`config.mk`:
```
export PLATFORM = sky130hd
export DESIGN_NAME = imm_encoder
export DESIGN_NICKNAME = d
export VERILOG_FILES = /design/src/rtl/imm_encoder.sv
export SDC_FILE = /design/constraint.sdc
export NUM_CORES = 1
export LEC_CHECK = 0
export BUFFER_PORTS_ARGS = -buffer_cell sky130_fd_sc_hd__buf_2
export CORE_ASPECT_RATIO = 1.1
export CORE_MARGIN = 1
export CORE_UTILIZATION = 35
export CTS_CLUSTER_SIZE = 24
export DETAILED_ROUTE_END_ITERATION = 7
export MAX_ROUTING_LAYER = met4
export RECOVER_POWER = 25
export SLEW_MARGIN = 5
export SYNTH_ARGS = -nofsm -noshare
export SYNTH_HDL_FRONTEND = slang
export SYNTH_SLANG_ARGS = --single-unit
```
`constraint.sdc`:
```
create_clock -name clk -period 2.1 [get_ports clk]
set_input_delay 0.21 -clock clk [delete_from_list [all_inputs] [get_ports clk]]
set_output_delay 0.21 -clock clk [all_outputs]
set_load 0.02 [all_outputs]
```
`src/rtl/imm_encoder.sv`:
```
// Immediate encoder: folds an immediate into a base instruction in I/S/B/U format and queues results in a 2-entry FIFO.
// Optional range checking is compiled in with the macro IMM_RANGE_CHECK_EN; N must be at least 32.
module imm_encoder #(
    parameter int N = 32
) (
    input  logic         clk,
    input  logic         rst_n,
    input  logic         in_valid,
    output logic         in_ready,
    input  logic [N-1:0] in_imm,
    input  logic [1:0]   in_imm_sel,
    input  logic [N-1:0] in_base,
    output logic         out_valid,
    input  logic         out_ready,
    output logic [N-1:0] out_instr,
    output logic         out_err
);

    localparam logic [1:0] SEL_I = 2'd0;
    localparam logic [1:0] SEL_S = 2'd1;
    localparam logic [1:0] SEL_B = 2'd2;
    localparam logic [1:0] SEL_U = 2'd3;

    // SLLI/SRLI/SRAI: OP-IMM opcode group with funct3 001 or 101 keeps funct7 from the base
    function automatic logic is_shift(input logic [N-1:0] base, input logic [1:0] sel);
        return (sel == SEL_I) && base[4] &&
               ((base[14:12] == 3'b001) || (base[14:12] == 3'b101));
    endfunction

    function automatic logic [N-1:0] encode_imm(input logic [N-1:0] base,
                                                input logic [N-1:0] imm,
                                                input logic [1:0]   sel);
        logic [N-1:0] instr;
        instr = base;
        case (sel)
            SEL_I: begin
                if (is_shift(base, sel)) begin
                    instr[24:20] = imm[4:0];
                end else begin
                    instr[31:20] = imm[11:0];
                end
            end
            SEL_S: begin
                instr[31:25] = imm[11:5];
                instr[11:7]  = imm[4:0];
            end
            SEL_B: begin
                instr[31]    = imm[12];
                instr[30:25] = imm[10:5];
                instr[11:8]  = imm[4:1];
                instr[7]     = imm[11];
            end
            SEL_U: begin
                instr[31:12] = imm[31:12];
            end
            default: begin
                instr = base;
            end
        endcase
        return instr;
    endfunction

`ifdef IMM_RANGE_CHECK_EN
    // Upper bits must be a pure sign extension of the field the format can hold
    function automatic logic range_err(input logic [N-1:0] base,
                                       input logic [N-1:0] imm,
                                       input logic [1:0]   sel);
        logic err;
        case (sel)
            SEL_I: begin
                if (is_shift(base, sel)) begin
                    err = |imm[31:5];
                end else begin
                    err = ~((&imm[31:11]) | ~(|imm[31:11]));
                end
            end
            SEL_S: err = ~((&imm[31:11]) | ~(|imm[31:11]));
            SEL_B: err = ~((&imm[31:12]) | ~(|imm[31:12])) | imm[0];
            SEL_U: err = |imm[11:0];
            default: err = 1'b0;
        endcase
        return err;
    endfunction
`endif

    logic [1:0]   count_r;
    logic [1:0]   count_next_s;
    logic         wr_ptr_r;
    logic         rd_ptr_r;
    logic         push_s;
    logic         pop_s;
    logic [N-1:0] enc_instr_s;
    logic [N-1:0] instr_mem_r [2];
    logic         unused_imm_s;

    assign unused_imm_s = ^in_imm;
    assign in_ready     = (count_r != 2'd2);
    assign out_valid    = (count_r != 2'd0);
    assign push_s       = in_valid & in_ready;
    assign pop_s        = out_valid & out_ready;
    assign enc_instr_s  = encode_imm(in_base, in_imm, in_imm_sel);
    assign out_instr    = instr_mem_r[rd_ptr_r];

    // Occupancy update for push-only, pop-only and simultaneous transfers
    always_comb begin
        count_next_s = count_r;
        case ({push_s, pop_s})
            2'b10:   count_next_s = count_r + 2'd1;
            2'b01:   count_next_s = count_r - 2'd1;
            default: count_next_s = count_r;
        endcase
    end

    // FIFO pointers, occupancy and instruction storage
    always_ff @(posedge clk or negedge rst_n) begin
        if (!rst_n) begin
            count_r        <= 2'd0;
            wr_ptr_r       <= 1'b0;
            rd_ptr_r       <= 1'b0;
            instr_mem_r[0] <= {N{1'b0}};
            instr_mem_r[1] <= {N{1'b0}};
        end else begin
            count_r <= count_next_s;
            if (push_s) begin
                instr_mem_r[wr_ptr_r] <= enc_instr_s;
                wr_ptr_r              <= ~wr_ptr_r;
            end
            if (pop_s) begin
                rd_ptr_r <= ~rd_ptr_r;
            end
        end
    end

`ifdef IMM_RANGE_CHECK_EN
    logic err_mem_r [2];
    logic enc_err_s;

    assign enc_err_s = range_err(in_base, in_imm, in_imm_sel);
    assign out_err   = err_mem_r[rd_ptr_r];

    // Error flag storage, written alongside the instruction slot
    always_ff @(posedge clk or negedge rst_n) begin
        if (!rst_n) begin
            err_mem_r[0] <= 1'b0;
            err_mem_r[1] <= 1'b0;
        end else if (push_s) begin
            err_mem_r[wr_ptr_r] <= enc_err_s;
        end
    end
`else
    assign out_err = 1'b0;
`endif

endmodule

```
==> impl_summary.txt <==
----------------------------------------------------
[GRT]
  Total global-route track usage ... 16.8%
  Global-route wire length before repair ... approximately 13000 µm
  Initial antenna violation count ... 0
  Vias in the first global route ... around 2700
  Pin count of the biggest net entering global routing ... 69
  Total grt overflow ... 0

[Cells and area]
  Net count, final ... 509
  Flip-flop and latch area ... approximately 0.0017 mm²
  Area growth from synthesis to layout ... 23.2%
  Multi-input logic area ... 0.00164 mm²
  Layout fillers ... 929
  Share of cells above drive strength 1 ... 42.4%
  Number of antenna diodes ... 0

[Routing]
  Post-route ant nets ... 0
  Detail-routed net length per standard cell ... 14.6 µm
  Routed vias ... 2727
  Wire length on met2 ... around 3800 µm
  1st-pass router iterations ... 5
  Vias per cell ... 4.93
  Routed metal-1 wire length ... 3820 µm
  Drt drc ... 0
  Met3 routed wirelength ... between 300 and 400 µm
  Initial DRC Count ... approximately 110
  Highest layer used for signal routing ... met4
  Final Routed Wirelength ... 8100 µm

[CTS]
  Root cell of the clock tree ... sky130_fd_sc_hd__clkbuf_8
  H-tree level count ... 3
  Cells resized by post-CTS repair ... 0
  Clock network latency to the later pin of the worst-skew pair ... 0.34 ns
  CTS sink cnt ... 68
  Clock slew at reported path FFs ... 0.07 ns
  Clock tree from TritonCTS ... built
  Postcts setup bufs ... 0
  Longest Clk Path Bufs ... 2
  Number of hold-repair buffers added at the cts stage ... 1
  Inserted Clock Buffers ... 9

[Worst setup path]
  CP Capture Type ... output port
  Max FO, Critical Path ... 33
  Arrival time of data at the critical path endpoint ... approximately 1.5 ns
  Worst Path Required ... 1.89 ns
  Critical path type ... flip-flop to output port
  Startpoint types ... flip-flop

[Yosys]
  Total nets after synthesis ... 407
  Portion of the post-synthesis area used by sequential elements ... 49.1%
  Most area-consuming cells after synthesis ... sky130_fd_sc_hd__dfrtp_1 49%, sky130_fd_sc_hd__mux2_2 15%, sky130_fd_sc_hd__nand2_1 6.7%
  Total of flip-flops plus latches after synthesis ... 68
  Most numerous cell types in the synthesized netlist ... 68 x sky130_fd_sc_hd__dfrtp_1, 62 x sky130_fd_sc_hd__nand2_1, 46 x sky130_fd_sc_hd__mux2_2, 45 x sky130_fd_sc_hd__o21ai_0
  Predominant post-synthesis flop cell ... sky130_fd_sc_hd__dfrtp_1
  Number of enable-type register cells in the synthesized netlist ... 0
  Avg Cell Area, Syn ... 10.5 µm²
  YS warnings ... 0
  Synth Cell Area ... about 0.0035 mm²
  Post-synthesis cell type count ... 31
  Top cell type's share of synthesized area ... 49.1%
  Most repeated cell in the gate-level netlist after synthesis ... sky130_fd_sc_hd__dfrtp_1
  Library cell with the largest summed area after synthesis ... sky130_fd_sc_hd__dfrtp_1
  Synth Instances ... 331
  Proportion of synthesized flip-flops having asynchronous set or reset ... 100%

[Timing]
  Maximum clock skew at final layout ... 0.00600 ns
  Final Setup Violations ... 0
  Period Utilization, post-route ... 82.2%
  Worst hold-check slack ... 0.120 ns
  Actual transition at the worst max-transition pin ... 0.921 ns
  Setup repair after global routing missed its margin ... false
  Relative slew slack ... between 30% and 40%
  TNS Setup ... 0 ns
  Final Hold Vio Count ... 0
  Final min period ... around 1.7 ns
  Max Transition Viols Final ... 0
  Max Freq ... 580 MHz

[Pwr]
  Max IR drop VDD ... 0.510 mV
  Total power per unit cell area ... 1420 mW/mm²
  Leak Pwr ... between 2 and 2.5 nW

[Floorplanning]
  Die Height ... 106 µm
  Area enclosed by the die boundary ... 0.0103 mm²
  Horizontal die dimension ... 96.9 µm
  Standard cell core area ... 0.00949 mm²
  Total I/O pin count ... between 100 and 150
  Initial Utilization ... 36.5%
  Number of core rows ... 37

[Worst hold path]
  Classification of the worst-slack hold path ... input pin to flip-flop

[Placement]
  Detailed Place HPWL ... 5790 µm
  RD Place Congestion ... 0.756
  IO buf count ... 103

[Run]
  MaxCap Viol Count ... 0

[Status]
  Run status ... finished clean

----------------------------------------------------
-- worst max-delay path: stages (launching register included) --
cell,delay (ns)
sky130_fd_sc_hd__dfrtp_1,0.37
sky130_fd_sc_hd__buf_12,0.23
sky130_fd_sc_hd__mux2_2,0.39
sky130_fd_sc_hd__buf_2,0.17
-- report_power, final --
part,switching [mW],internal (mW)
logic,1.66,1.29
registers,0.300,1.93
clock network,0.460,0.442
total,2.42,3.67
-- cell families (layout without fill, tap and decap cells) --
family                   count (synthesis)  after routing  synth area share (%)
AO/OA/AOI/OAI                           87             87                  14.7
AND/OR/NAND/NOR                         86             86                  12.0
flip-flops                              68             68                  49.1
multiplexers                            54             54                  17.2
buffers and inverters                   25            130                  3.72
adder cells (fa/ha/maj)                  6              6                  2.16
XOR/XNOR                                 4              4                  1.01
other                                    1              1                 0.108
-- path summary, 6_finish.rpt --
path                                             from                           to  slack, ns  cells after the start
max                              rd_ptr_r$_DFFE_PN0P_                out_instr[24]       0.37                      3
min                                        in_base[5]  instr_mem_r[37]$_DFFE_PN0P_       0.12                      2
max reg2reg                    count_r[1]$_DFFE_PN0P_       count_r[1]$_DFFE_PN0P_       0.51                      5
min reg2reg                instr_mem_r[7]$_DFFE_PN0P_   instr_mem_r[7]$_DFFE_PN0P_       0.47                      2
max in group asynchronous                       rst_n   instr_mem_r[7]$_DFFE_PN0P_       0.86                      3
min in group asynchronous                       rst_n   instr_mem_r[3]$_DFFE_PN0P_       0.66                      3
-- per-stage QoR --
| stage | area (µm²) | utilization [%] | worst slack, ns | instances | power [mW] |
|---|---|---|---|---|---|
| 3_5_place_dp | 4120 | 43.4 | 0.398 | 538 | 5.27 |
| 6_report | 4270 | 45.0 | 0.374 | 553 | 6.08 |
| 5_1_grt | 4270 | 45.0 | 0.315 | 553 | 6.57 |
| 4_1_cts | 4280 | 45.1 | 0.355 | 553 | 6.18 |
| 2_1_floorplan | 3470 | - | 0.498 | 331 | 4.34 |
| 3_3_place_gp | 4120 | 43.4 | 0.463 | 538 | 5.18 |
-- final cells by class --
cell class,count,area share (%)
Clock buffer,11,3.31
Tap cell,117,3.43
Sequential cell,68,39.8
Inverter,3,0.264
Timing Repair Buffer,113,14.5
Multi-Input combinational cell,238,38.3
Clock inverter,3,0.351
-- placed cells by master, fill, tap and decap left out --
cell type | Yosys | routed
sky130_fd_sc_hd__o221a_2 | 1 | 1
sky130_fd_sc_hd__clkbuf_8 | 0 | 10
sky130_fd_sc_hd__and3_1 | 6 | 6
sky130_fd_sc_hd__a211oi_2 | 6 | 6
sky130_fd_sc_hd__o21ai_1 | 13 | 13
sky130_fd_sc_hd__ha_1 | 6 | 6
sky130_fd_sc_hd__nor2b_1 | 4 | 4
sky130_fd_sc_hd__nor2_1 | 6 | 6
sky130_fd_sc_hd__o21ai_0 | 45 | 45
sky130_fd_sc_hd__nand3b_4 | 1 | 1
sky130_fd_sc_hd__a22oi_1 | 6 | 6
sky130_fd_sc_hd__mux2_2 | 46 | 46
sky130_fd_sc_hd__dlygate4sd3_1 | 0 | 1
sky130_fd_sc_hd__xnor2_1 | 2 | 2
sky130_fd_sc_hd__clkbuf_1 | 6 | 1
sky130_fd_sc_hd__a31oi_1 | 4 | 4
sky130_fd_sc_hd__or2_2 | 2 | 2
sky130_fd_sc_hd__conb_1 | 1 | 1
sky130_fd_sc_hd__clkbuf_4 | 0 | 1
sky130_fd_sc_hd__xor2_1 | 2 | 2
sky130_fd_sc_hd__and2_1 | 1 | 1
sky130_fd_sc_hd__nand2b_4 | 1 | 1
sky130_fd_sc_hd__nand2_1 | 62 | 62
sky130_fd_sc_hd__inv_1 | 3 | 3
sky130_fd_sc_hd__nand3_2 | 1 | 1
sky130_fd_sc_hd__mux2i_1 | 8 | 8
sky130_fd_sc_hd__buf_2 | 13 | 103
sky130_fd_sc_hd__buf_4 | 1 | 6
sky130_fd_sc_hd__clkinv_2 | 0 | 3
sky130_fd_sc_hd__dfrtp_1 | 68 | 68
sky130_fd_sc_hd__a22o_1 | 1 | 1
sky130_fd_sc_hd__nand4b_4 | 1 | 1
sky130_fd_sc_hd__a21oi_1 | 11 | 11
sky130_fd_sc_hd__buf_12 | 0 | 2
sky130_fd_sc_hd__nor2_4 | 1 | 1
-- layer usage --
layer / GRT usage (%) / up-vias
met2: 25.5 / 86
met1: 22.4 / 1264
met4: 6.82 / 0
li1: - / 1365
met5: - / -
met3: 2.96 / 12
-- registers in the layout, indices dropped and copies added, names as in the netlist --
name and flops:
count_r 2, instr_mem_r 64, rd_ptr_r 1, wr_ptr_r 1
Note: power is estimated with default switching activity, not from simulation.
